$ cat src/rtl/pps_pulse_gen.sv
// Periodic PPS-style pulse generator with start tick and pulse counter.
// Build option: define PPS_GEN_TRIM_EN to add the signed per-period trim input.
//
// state  | meaning
// S_IDLE | disabled, pps_out low, counter cleared
// S_HIGH | pulse high portion of the period
// S_LOW  | pulse low portion, period ends when cnt reaches p_l
module pps_pulse_gen #(
  parameter int CNT_W = 32
) (
  input  logic             clk,
  input  logic             reset_n,
  input  logic             enable,
  input  logic [CNT_W-1:0] period_m1,
  input  logic [CNT_W-1:0] width,
  input  logic             resync,
`ifdef PPS_GEN_TRIM_EN
  input  logic [7:0]       trim,
`endif
  output logic             pps_out,
  output logic             tick,
  output logic [CNT_W-1:0] sec_count
);

  localparam logic [CNT_W-1:0] ONE = CNT_W'(1);

  typedef enum logic [1:0] {S_IDLE, S_HIGH, S_LOW} state_t;

  state_t           state;
  logic [CNT_W-1:0] cnt;
  logic [CNT_W-1:0] p_l;
  logic [CNT_W-1:0] w_l;
  logic [CNT_W-1:0] p_nx;
  logic [CNT_W-1:0] w_nx;
  logic             do_start;

`ifdef PPS_GEN_TRIM_EN
  // Two guard bits: the top one flags a negative sum, the next one an overflow,
  // which saturates rather than wrapping into a short period.
  logic [CNT_W+1:0] p_sum;

  always_comb begin
    p_sum = {2'b00, period_m1} + {{(CNT_W-6){trim[7]}}, trim};
    if (p_sum[CNT_W+1] || (p_sum == '0))
      p_nx = ONE;
    else if (p_sum[CNT_W])
      p_nx = '1;
    else
      p_nx = p_sum[CNT_W-1:0];
  end
`else
  always_comb begin
    p_nx = (period_m1 == '0) ? ONE : period_m1;
  end
`endif

  // Clamping width to p_l leaves at least one low clock in every period.
  always_comb begin
    w_nx = (width > p_nx) ? p_nx : width;
  end

  always_comb begin
    do_start = 1'b0;
    case (state)
      S_IDLE:  do_start = enable;
      S_HIGH:  do_start = enable && resync;
      S_LOW:   do_start = enable && (resync || (cnt == p_l));
      default: do_start = 1'b0;
    endcase
  end

  always_ff @(posedge clk or negedge reset_n) begin
    if (!reset_n) begin
      state     <= S_IDLE;
      cnt       <= '0;
      p_l       <= '0;
      w_l       <= '0;
      pps_out   <= 1'b0;
      tick      <= 1'b0;
      sec_count <= '0;
    end else begin
      tick <= do_start;
      if (do_start) begin
        cnt       <= '0;
        sec_count <= sec_count + ONE;
        p_l       <= p_nx;
        w_l       <= w_nx;
        pps_out   <= (w_nx != '0);
        state     <= (w_nx != '0) ? S_HIGH : S_LOW;
      end else if (!enable || (state == S_IDLE)) begin
        state   <= S_IDLE;
        cnt     <= '0;
        pps_out <= 1'b0;
      end else if ((state == S_HIGH) && (cnt == w_l - ONE)) begin
        state   <= S_LOW;
        pps_out <= 1'b0;
        cnt     <= cnt + ONE;
      end else begin
        cnt <= cnt + ONE;
      end
    end
  end

endmodule
$ cat config.mk
export PLATFORM = sky130hd
export DESIGN_NAME = pps_pulse_gen
export DESIGN_NICKNAME = d
export VERILOG_FILES = /design/src/rtl/pps_pulse_gen.sv
export SDC_FILE = /design/constraint.sdc
export NUM_CORES = 1
export LEC_CHECK = 0
export CORE_ASPECT_RATIO = 1.25
export CORE_MARGIN = 2
export CORE_UTILIZATION = 35
export DETAILED_ROUTE_END_ITERATION = 12
export GPL_TIMING_DRIVEN = 1
export PLACE_DENSITY_LB_ADDON = 0.25
export SYNTH_ARGS = -nofsm -noshare
export SYNTH_HDL_FRONTEND = slang
export SYNTH_SLANG_ARGS = --single-unit
$ cat constraint.sdc
create_clock -name clk -period 3.75 [get_ports clk]
set_clock_uncertainty 0.2 [all_clocks]
set_input_delay 0.75 -clock clk [delete_from_list [all_inputs] [get_ports clk]]
set_output_delay 0.75 -clock clk [all_outputs]
set_load 0.01 [all_outputs]
# Word level (Yosys, flattened, before mapping)

Cells that the tools add are included.

$add $sub $neg: 3
$lt $le $gt $ge: 1
Equality and inequality tests: 4
Multiplexer cells: 12
Reductions and logical operators: 10

Operators by type and width:

| cell                                                 | number |
|---|---|
| two-way mux 32 bit                                   | 4 |
| adder 32 x 1 -> 32 bit (second input constant)       | 2 |
| equality test 32 bit                                 | 2 |
| greater-than comparator 32 bit                       | 1 |
| logical NOT 32 bit                                   | 1 |
| nonzero test 32 bit                                  | 1 |
| subtractor 32 x 1 -> 32 bit (second input constant)  | 1 |
| two-way mux 2 bit                                    | 4 |
| logical AND 1 bit                                    | 3 |
| two-way mux 1 bit                                    | 3 |
| one-hot mux 1 bit (3 select lines)                   | 1 |
| nonzero test 3 bit                                   | 1 |
| equality test 2 x 1 -> 1 bit (second input constant) | 1 |
| equality test 2 bit (second input constant)          | 1 |
| logical NOT 2 bit                                    | 1 |
| logical OR 1 bit                                     | 2 |
| logical NOT 1 bit                                    | 1 |

Register bits: 132
Input bits: 68
Output and inout port bits: 34
Word-level logic and storage cells: 37

# Longest topological paths before layout

Depth after elaboration: 7
Mapped depth: 12
Depth with buffers taken out: 11

# Worst setup path after synthesis

No wires, ideal clock.

Path type: in2reg
Start point: input period_m1[15]
End point: register w_l[27]
Setup time: 0.137 ns
Data arrival time: 2.918 ns
Required time: 3.413 ns
Setup slack: 0.496 ns
Stages on the path: 12
Buffers on the path: 1
Path through: nor4_1 -> nand4_1 -> o21bai_1 -> ha_1 -> nor2b_1 -> o211ai_1 -> a21oi_1 -> o311a_1 -> a21oi_1 -> buf_2 -> mux2i_1 -> o21ai_0

Longest elaborated chain between the ends: 4

Ends and longest elaborated chain:

| what                           | RTL line | RTL |
|---|---|---|
| start, declared                | 14       | `input logic [CNT_W-1:0] period_m1,` |
| logical NOT 32 bit             | 53       | `p_nx = (period_m1 == '0) ? ONE : period_m1;` |
| two-way mux 32 bit             | 53       |  |
| via p_nx[0]                    | 33       | `logic [CNT_W-1:0] p_nx;` |
| greater-than comparator 32 bit | 59       | `w_nx = (width > p_nx) ? p_nx : width;` |
| two-way mux 32 bit             | 59       |  |
| end signal, assigned           | 87       | `w_l <= w_nx;` |
| end, declared                  | 32       | `logic [CNT_W-1:0] w_l;` |

The timed path passes the listed nets, and every way through them passes these cells.
A chain may end at the register's enable or synchronous reset.

# Worst setup path in the final report

Start point: input period_m1[27]
End point: register w_l[13]

Same word-level chain as after synthesis.

==> flow_summary.yaml <==
clock_tree:
  root_buffer: "clkbuf_16"
  cts.sinks: 131
  cts_buffers: 17
  clk_latency_ps: 420
  hold_buffers: 0
  cts_tree: "built"
  clockBufferDepth: 2
  path_clk_slew_ps: 50
  post_cts_buffers: 0
  htree_levels: 4
  cts_resized: 0
grt:
  grt_use_met1_pct: 23.4
  use_met2_pct: 34.6
  grt_pass1_vias: 7148
  grtUsageTotal_pct: 19.6
  top_usage_layer: "met2"
  grt_max_degree: 64
  gr-usage-met3_pct: 3.08
  grt_pass1_wl_um: 38200
  grt-ovfl-total: 0
  antenna_found_initial: 0
synthesis:
  synth_cell_types: 63
  yosysTopAreaCell: "dfrtp_1"
  synth_edf_count: 0
  syn_area_per_cell_um2: 8.86
  ys_ff_latch: 131
  synth_area_um2: 8440
  yosysTopAreaCellShare_pct: 38.8
  synth_nets: 1060
  synth_area_leaders: "dfrtp_1, xor2_1, ha_1"
  synthMuxAreaShare_pct: 4.05
  async_flop_share_pct: 100
  synth_top_family_by_area: "simple AND/OR/NAND/NOR gates"
  syn_inst: 953
  seq_area_frac_synth_pct: 38.8
  synth-main-ff-cell: "dfrtp_1"
  synthAdderAreaFrac_pct: 5.78
  synth-compound-area-share_pct: 10.1
  synth_warnings: 0
  synthXorXnorAreaFrac_pct: 12.9
  synthSimpleGateAreaFrac_pct: 23.8
timing:
  worst_pin_slew_ps: 875
  hold_viol: 0
  rsz0062_at_grt: "false"
  finalSetupViolCount: 0
  maxSlewViolCount: 0
  fmax_ghz: 0.283
  max-slew-margin-rel_pct: 41.7
  fin_crit_ps: 3530
  fin_crit_sh_pct: 94.2
setup_path:
  cp_num_buf_inv: 3
  crit_required_ps: 3840
  critical_path.top_delay_family: "compound AO/OA/AOI/OAI gates"
  end_kind: "flip-flop"
  critPathLaunchType: "primary input"
  max_stage_delay_ps: 480
  reg2reg_setup_slack_ps: 660
  worstReg2RegStart: "w_l[1]$_DFFE_PN0P_"
  worst-path-stages: 14
  crit_fanout: 16
  critPathArrivalTime_ps: 3620
  rr_worst_depth: 10
  crit_slowest_cell: "clkdlybuf4s50_1"
  crit_type: "in2reg"
  crit_chain: "clkdlybuf4s50_1 > nor4_1 > buf_4 > nand4_1 > o21bai_1 > ha_1 > nor2b_1 > o211ai_1 > a21oi_1 > o311a_1 > a21oi_4 > buf_12 > mux2i_1 > o21ai_0"
  reg2reg_to: "state[0]$_DFFE_PN0P_"
run_status:
  status: "finished clean"
placement:
  gp_congestion: 0.934
  dp.final_hpwl_um: 19100
  dp_cells: 1374
  port_buffers: 101
floorplanning:
  io_pins: 102
  die-area_um2: 25400
  die_w_um: 143
  die_h_um: 178
  rows: 63
  initial_core_util_pct: 35.6
  core_area_um2: 23700
routing:
  ant_nets: 0
  drcViolationCount: 0
  drt-initial-drc-count: 260
  vias: 7312
  vias_per_cell: 5.20
  routedWlPerCell_um: 17.0
  wl_um: 24000
  firstDrtPassIters: 5
power_and_ir_drop:
  power_uw: 4890
  p_per_area_nw_per_um2: 454
  leakage_uw: 0.00478
  ir_drop_uv: 311
final_layout:
  layoutNonFillerInstCount: 1406
  multi_input_area_um2: 4790
  drive_above_1_share_pct: 9.07
  regArea_um2: 3280
  layout_common_cells: "dfrtp_1, nand2_1, clkdlybuf4s50_1"
  fill_cells: 2301
  antennaDiodeCount: 0
  nNetsFinal: 1175
  final_common_cell: "dfrtp_1"
  area_growth_pct: 27.6
min_path:
  min_path_type: "in2async"
flow_run:
  maxCapViolations: 0
how the worst max path moves through the flow:
stage | startpoint | end | slack, ps
finish | period_m1[27] | w_l[13]$_DFFE_PN0P_ | 220
global route | period_m1[27] | w_l[13]$_DFFE_PN0P_ | 80
CTS | period_m1[27] | w_l[5]$_DFFE_PN0P_ | 260
detailed placement | period_m1[27] | w_l[5]$_DFFE_PN0P_ | -200
global placement | period_m1[27] | w_l[7]$_DFFE_PN0P_ | -110
floorplan | period_m1[15] | w_l[27]$_DFFE_PN0P_ | 500
stage by stage:
step | utilization (%) | area (um2) | TNS, ps | setup slack, ps | hold slack [ps]
CTS | 45.4 | 10800 | 0 | 259 | 259
global placement | 42.5 | 10100 | -928 | -109 | 270
finish | 45.4 | 10800 | 0 | 217 | 231
floorplan | - | 8440 | 0 | 496 | 254
detailed placement | 42.5 | 10100 | -4650 | -195 | 283
global route | 45.4 | 10800 | 0 | 82.8 | 295
cell families after synthesis:
kind of cell             count (synthesis)
AO/OA/AOI/OAI                          137
XOR/XNOR                               124
adder cells (fa/ha/maj)                 39
buffers and inverters                  101
flip-flops                             131
multiplexers                            34
AND/OR/NAND/NOR                        387
synth_stat cells, types with 4 or more instances:
| cell | count |
|---|---|
| nand2b_1 | 9 |
| nor3_1 | 32 |
| buf_2 | 6 |
| nand2_1 | 103 |
| or2_2 | 5 |
| ha_1 | 39 |
| a21oi_1 | 21 |
| o21ai_0 | 69 |
| or4_1 | 7 |
| xor2_1 | 83 |
| nor2b_1 | 4 |
| dfrtp_1 | 131 |
| nor4b_1 | 6 |
| and3_1 | 12 |
| and4_1 | 5 |
| inv_1 | 45 |
| clkbuf_1 | 47 |
| nand3_1 | 40 |
| nor4_1 | 38 |
| nand4_1 | 33 |
| nor2_1 | 70 |
| mux2i_1 | 33 |
| xnor2_1 | 41 |
| o211ai_1 | 6 |
power breakdown:
part	leakage, uW	total (uW)	internal (uW)	switching (uW)
combinational	0.00275	1140	528	617
clock	0.000323	1900	1260	633
sequential	0.00170	1850	1590	261
total	0.00478	4890	3380	1510
layout make-up:
class                           count  area share (%)
Clock inverter                     13            2.15
Inverter                           46            1.60
Clock buffer                       19            4.11
Timing Repair Buffer              151            13.4
Sequential cell                   131            30.4
Tap cell                          325            3.78
Multi-Input combinational cell    721            44.5
routing by layer:
layer / vias up / wire [um]
met5: - / 0
met4: 0 / 906
met3: 40 / 873
met2: 192 / 12100
met1: 3475 / 10100
li1: 3605 / -
sequential cells by signal, summed over array words and instances (netlist names):
register,count
cnt,32
sec_count,32
state,2
tick,1
w_l,32
p_l,32
Power figures use the tool's default switching activity.
